==> src/rtl/piso_shift_tx_if.sv <==
// piso_shift_tx_if: load/ready handshake plus serial link signals for piso_shift_tx.
// master = word source driving PI/load; slave = the transmitter.
interface piso_shift_tx_if #(
    parameter int unsigned WIDTH = 8
);
    logic [WIDTH-1:0] PI;
    logic             load;
    logic             ready;
    logic             SO;
    logic             latch;

    modport master (
        output PI,
        output load,
        input  ready,
        input  SO,
        input  latch
    );

    modport slave (
        input  PI,
        input  load,
        output ready,
        output SO,
        output latch
    );
endinterface

==> src/rtl/piso_shift_tx.sv <==
// piso_shift_tx: parallel-in/serial-out transmitter for the SI_PO_ShiftReg link.
// Sends a WIDTH-bit word MSB-first on SO, one bit per clk, then pulses latch once.
// Optional macro PISO_B2B_EN: ready stays high in the latch cycle so a new word
// can start with no idle gap (word period WIDTH+1 instead of WIDTH+2).
module piso_shift_tx #(
    parameter int unsigned WIDTH = 8
) (
    input  logic                clk,
    input  logic                rst,
    piso_shift_tx_if.slave      bus
);

    localparam int unsigned CNT_W = $clog2(WIDTH);
    localparam logic [CNT_W-1:0] LAST_BIT = CNT_W'(WIDTH - 1);

`ifdef PISO_B2B_EN
    localparam logic READY_IN_LATCH = 1'b1;
`else
    localparam logic READY_IN_LATCH = 1'b0;
`endif

    typedef enum logic [1:0] {
        ST_IDLE  = 2'd0,
        ST_SHIFT = 2'd1,
        ST_LATCH = 2'd2
    } state_t;

    state_t           state_q, state_d;
    logic [WIDTH-1:0] sreg_q,  sreg_d;
    logic [CNT_W-1:0] cnt_q,   cnt_d;
    logic             so_q,    so_d;
    logic             latch_q, latch_d;
    logic             ready_q, ready_d;

    // State, datapath and registered outputs; reset aborts any word in flight.
    always_ff @(posedge clk) begin
        if (rst) begin
            state_q <= ST_IDLE;
            sreg_q  <= '0;
            cnt_q   <= '0;
            so_q    <= 1'b0;
            latch_q <= 1'b0;
            ready_q <= 1'b1;
        end else begin
            state_q <= state_d;
            sreg_q  <= sreg_d;
            cnt_q   <= cnt_d;
            so_q    <= so_d;
            latch_q <= latch_d;
            ready_q <= ready_d;
        end
    end

    // Next state and next output values; outputs are a function of the next state
    // so that each registered output is valid for the whole cycle after the edge.
    always_comb begin
        state_d = state_q;
        sreg_d  = sreg_q;
        cnt_d   = cnt_q;
        so_d    = 1'b0;
        latch_d = 1'b0;
        ready_d = 1'b0;

        case (state_q)
            ST_IDLE: begin
                // ready is always high here, so load alone is an accept
                if (bus.load) begin
                    state_d = ST_SHIFT;
                    sreg_d  = bus.PI;
                    cnt_d   = '0;
                end
            end
            ST_SHIFT: begin
                sreg_d = {sreg_q[WIDTH-2:0], 1'b0};
                if (cnt_q == LAST_BIT) begin
                    state_d = ST_LATCH;
                    cnt_d   = '0;
                end else begin
                    cnt_d = cnt_q + CNT_W'(1);
                end
            end
            ST_LATCH: begin
`ifdef PISO_B2B_EN
                if (bus.load) begin
                    state_d = ST_SHIFT;
                    sreg_d  = bus.PI;
                    cnt_d   = '0;
                end else begin
                    state_d = ST_IDLE;
                end
`else
                state_d = ST_IDLE;
`endif
            end
            default: begin
                state_d = ST_IDLE;
                sreg_d  = '0;
                cnt_d   = '0;
            end
        endcase

        case (state_d)
            ST_IDLE:  ready_d = 1'b1;
            ST_SHIFT: so_d    = sreg_d[WIDTH-1];
            ST_LATCH: begin
                latch_d = 1'b1;
                ready_d = READY_IN_LATCH;
            end
            default:  ready_d = 1'b0;
        endcase
    end

    assign bus.SO    = so_q;
    assign bus.latch = latch_q;
    assign bus.ready = ready_q;

endmodule

==> src/flat_wrapper.sv <==
// flat-port wrapper written by rule: the top's interface ports become plain ports
module piso_shift_tx_flat 
#(
    parameter int unsigned WIDTH = 8
)
  (clk, rst, bus_PI, bus_load, bus_ready, bus_SO, bus_latch);
  piso_shift_tx_if #(.WIDTH(WIDTH)) bus_i ();
  input  logic clk;
  input  logic rst;
  input wire logic [$bits(bus_i.PI)-1:0] bus_PI;
  input wire logic [$bits(bus_i.load)-1:0] bus_load;
  output wire logic [$bits(bus_i.ready)-1:0] bus_ready;
  output wire logic [$bits(bus_i.SO)-1:0] bus_SO;
  output wire logic [$bits(bus_i.latch)-1:0] bus_latch;
  assign bus_i.PI = bus_PI;
  assign bus_i.load = bus_load;
  assign bus_ready = bus_i.ready;
  assign bus_SO = bus_i.SO;
  assign bus_latch = bus_i.latch;
  piso_shift_tx #(.WIDTH(WIDTH)) u_core (.clk(clk), .rst(rst), .bus(bus_i));
endmodule
==> config.mk <==
export PLATFORM = sky130hd
export DESIGN_NAME = piso_shift_tx_flat
export DESIGN_NICKNAME = d
export VERILOG_FILES = /design/src/rtl/piso_shift_tx_if.sv /design/src/rtl/piso_shift_tx.sv /design/src/flat_wrapper.sv
export SDC_FILE = /design/constraint.sdc
export NUM_CORES = 1
export LEC_CHECK = 0
export ABC_AREA = 1
export CORE_AREA = 3 3 44 46
export CTS_CLUSTER_SIZE = 28
export DETAILED_ROUTE_END_ITERATION = 8
export DIE_AREA = 0 0 47 49
export PLACE_DENSITY = 0.69
export SLEW_MARGIN = 30
export SYNTH_ARGS = -nofsm -noshare
export SYNTH_HDL_FRONTEND = slang
export SYNTH_SLANG_ARGS = --single-unit
export TNS_END_PERCENT = 50
==> constraint.sdc <==
create_clock -name clk -period 1.4 [get_ports clk]
set_input_delay 0.28 -clock clk [delete_from_list [all_inputs] [get_ports clk]]
set_output_delay 0.28 -clock clk [all_outputs]
set_load 0.03 [all_outputs]
==> impl_metrics.sql <==
INSERT INTO impl_metrics (metric_group, metric, value, unit) VALUES
('die', 'die-area', '2300', 'um^2'),
('cts', 'clock_tree.root_cell', 'clkbuf_4', ''),
('setup_path', 'cp_cell_sequence', 'dlygate4sd2_1', ''),
('final_layout', 'area_growth', '27.9', '%'),
('final_layout', 'num-fill-cells', '153', ''),
('setup_path', 'cp.buffers_inverters', '1', ''),
('grt', 'gr-usage-all-layers', '0.144', ''),
('setup_path', 'critical_path.startpoint_type', 'flip-flop', ''),
('detailed_routing', 'post_drt_wl_per_cell', '10.0', 'um'),
('grt', 'grt_pass1_vias', '560', ''),
('yosys', 'synth.lib_cells_used.distinct', '15', ''),
('die', 'placeableCoreArea', '1540', 'um^2'),
('die', 'i_o_pin_cnt', '14', ''),
('min_path', 'worst_hold_path.num_cells', '2', ''),
('sta', 'worst_slew_margin_rel', '0.799', ''),
('setup_path', 'critical_path.top_delay_family', 'buffers and inverters', ''),
('cts', 'cts.repair_timing.setup_buffer_count', '0', ''),
('cts', 'worst_setup_hold_path_clk_slew', '90', 'ps'),
('detailed_routing', 'ant_nets', '0', ''),
('setup_path', 'worst-setup-path-type', 'flip-flop to output port', ''),
('setup_path', 'critical_path_peak_fanout', '1', ''),
('grt', 'antenna_found_initial', '0', ''),
('setup_path', 'arrival', '990', 'ps'),
('yosys', 'syn-instance-count', '104', ''),
('yosys', 'post_synthesis_sequential_element_count', '16', ''),
('cts', 'worst_skew_pair.late_latency', '290', 'ps'),
('power_and_ir_drop', 'p_leak', '0.431', 'nW'),
('die', 'floorplan.rows', '14', ''),
('cts', 'h-tree-depth', '1', ''),
('placement', 'dpl.hpwl', '1070', 'um'),
('detailed_routing', 'post-route-drc-count', '0', ''),
('min_path', 'worst_hold_path.endpoint', 'u_core.sreg_q[0]', ''),
('run', 'maxCapViolations', '0', ''),
('sta', 'finalSetupViolations', '0', ''),
('setup_path', 'required_time_worst_endpoint', '1120', 'ps'),
('yosys', 'synth_sequential_area_ratio', '0.451', ''),
('sta', 'rsz0062_at_grt', 'false', ''),
('sta', 'final_max_slew_viol_count', '0', ''),
('cts', 'ctsHoldBuffers', '0', ''),
('grt', 'grt-ovfl-total', '0', ''),
('yosys', 'avgSynthCellArea', '6.82', 'um^2'),
('power_and_ir_drop', 'ir_worst_vdd', '0.812', 'mV'),
('min_path', 'worstHoldPathType', 'flip-flop to flip-flop', ''),
('final_layout', 'fin_nets', '137', ''),
('setup_path', 'minimum_setup_slack_among_reg_to_reg_paths', '130', 'ps'),
('outcome', 'run_status', 'finished clean', ''),
('detailed_routing', 'vias_per_cell', '4.70', ''),
('sta', 'maxClockFrequency', '787', 'MHz'),
('detailed_routing', 'via_count', '653', ''),
('final_layout', 'antenna-diode-count', '0', ''),
('sta', 'timing_worst_slew_pin_value', '301', 'ps'),
('die', 'chipWidth', '47', 'um'),
('power_and_ir_drop', 'power', '0.957', 'mW'),
('final_layout', 'drive_gt1_frac', '0.0976', ''),
('yosys', 'synth_nets', '117', ''),
('setup_path', 'worstRegToRegCells', '6', ''),
('grt', 'grt_max_degree', '13', ''),
('cts', 'cts_buf_count', '3', ''),
('detailed_routing', 'drt_pass1_iterations', '4', ''),
('yosys', 'synth.cell_area', '709', 'um^2'),
('placement', 'port-buffer-count', '13', ''),
('sta', 'final_worst_path_period_share', '0.907', ''),
('final_layout', 'postLayoutCoreUtil', '0.588', ''),
('sta', 'post-route-worst-setup-slack', '130', 'ps'),
('setup_path', 'cp_slowest_stage_delay', '390', 'ps'),
('sta', 'hold_viol_final', '0', ''),
('sta', 'layout_min_cycle_time', '1270', 'ps'),
('sta', 'skew', '12.7', 'ps'),
('die', 'start_util', '0.460', ''),
('cts', 'clockBufferDepth', '2', ''),
('setup_path', 'kind_of_capture_point_of_the_worst_setup_path', 'output port', ''),
('cts', 'tritoncts_clock_tree', 'built', ''),
('die', 'die_h', '49', 'um'),
('setup_path', 'critPathSlowestCell', 'dlygate4sd2_1', ''),
('cts', 'numClockSinks', '16', ''),
('placement', 'pre_cts_ws', '-13.4', 'ps'),
('setup_path', 'worst_r2r_startpoint', 'u_core.cnt_q[0]', ''),
('grt', 'wire_length_of_the_first_global_routing_pass', '2410', 'um'),
('min_path', 'holdCritStartpoint', 'u_core.sreg_q[0]', ''),
('power_and_ir_drop', 'power.density_cell_area', '1050', 'nW/um^2'),
('placement', 'gp_routability_congestion', '0.811', ''),
('detailed_routing', 'postRouteWirelength', '1400', 'um'),
('yosys', 'total_number_of_yosys_warnings', '0', ''),
('setup_path', 'capturing_point_of_the_worst_reg2reg_path', 'u_core.bus.ready', ''),
('detailed_routing', 'first_iter_violations', '11', '');
==> how the worst max path moves through the flow <==
stage                           from                to  slack, ps  depth (start not counted)
floorplan            u_core.cnt_q[0]  u_core.bus.ready        270                          6
global placement            bus_load  u_core.sreg_q[5]         10                          6
detailed placement          bus_load  u_core.sreg_q[2]        -10                          6
CTS                 u_core.bus.latch         bus_latch        100                          1
global route         u_core.cnt_q[0]  u_core.bus.ready         40                          6
finish              u_core.bus.latch         bus_latch        130                          1
==> cell families after synthesis <==
family / synth area share
buf+inv: 0.0794
compound gates: 0.0917
flops: 0.452
fa+ha+maj: 0.0353
simple gates: 0.342
==> cell usage after synthesis, drive strengths merged <==
master,count,share of area
a21oi,7,0.049
buf,1,0.016
clkbuf,1,0.0053
dfxtp,16,0.45
ha,2,0.035
inv,11,0.058
nand2,29,0.16
nand3,4,0.028
nor2,25,0.14
nor3,2,0.014
o21ai,6,0.042
==> sequential cells by signal, summed over array words and instances, names as in the netlist <==
register	count
u_core.bus.SO	1
u_core.cnt_q	3
u_core.bus.latch	1
u_core.state_q	2
u_core.sreg_q	8
u_core.bus.ready	1
==> cell type report <==
cell class              instances  area [um^2]  share of cell area
repair buffers                 17          156               0.172
clock buffers                   4         36.3              0.0400
well taps                      16         20.0              0.0221
inverters                      11         41.3              0.0455
multi-input cells              75          333               0.367
flip-flops and latches         16          320               0.353
==> layer usage <==
layer / up-vias / GRT usage / part of all wire
met5: - / 0 / 0
met4: 0 / 0.0415 / 0.0079
met3: 2 / 0.0812 / 0.073
met2: 10 / 0.186 / 0.45
met1: 282 / 0.200 / 0.47
li1: 359 / - / -
==> what timing repair did <==
action                                 4_1_cts  5_1_grt
gates resized for setup                      3        0
setup endpoints to repair                    3        0
endpoints found under the hold margin        0        0
==> metrics by stage <==
| stage | cells | instance area, um^2 | TNS, ps | hold WS, ps |
|---|---|---|---|---|
| 2_1_floorplan | 104 | 709 | 0 | 440 |
| 3_3_place_gp | 135 | 875 | 0 | 450 |
| 3_5_place_dp | 135 | 875 | -50.2 | 453 |
| 4_1_cts | 139 | 907 | 0 | 468 |
| 5_1_grt | 139 | 907 | 0 | 497 |
| 6_report | 139 | 907 | 0 | 469 |
==> cells in the final DEF, fill, tap and decap left out, types with 2 or more instances in the layout <==
| master | synthesis | layout |
|---|---|---|
| ha_1 | 2 | 2 |
| buf_4 | 0 | 4 |
| inv_1 | 9 | 9 |
| nor3_1 | 2 | 2 |
| nand3_1 | 4 | 4 |
| clkdlybuf4s50_1 | 0 | 10 |
| a21oi_1 | 7 | 7 |
| nand2_1 | 28 | 28 |
| clkbuf_4 | 0 | 3 |
| dfxtp_1 | 16 | 16 |
| inv_2 | 2 | 2 |
| dlygate4sd2_1 | 0 | 3 |
| nor2_1 | 24 | 24 |
| o21ai_0 | 5 | 5 |
==> report_power, final <==
part | total [mW] | switching, mW | internal, mW
combinational | 0.159 | 0.0873 | 0.0712
sequential | 0.500 | 0.0159 | 0.484
clock | 0.298 | 0.140 | 0.158
Note: power is estimated with default switching activity, not from simulation.
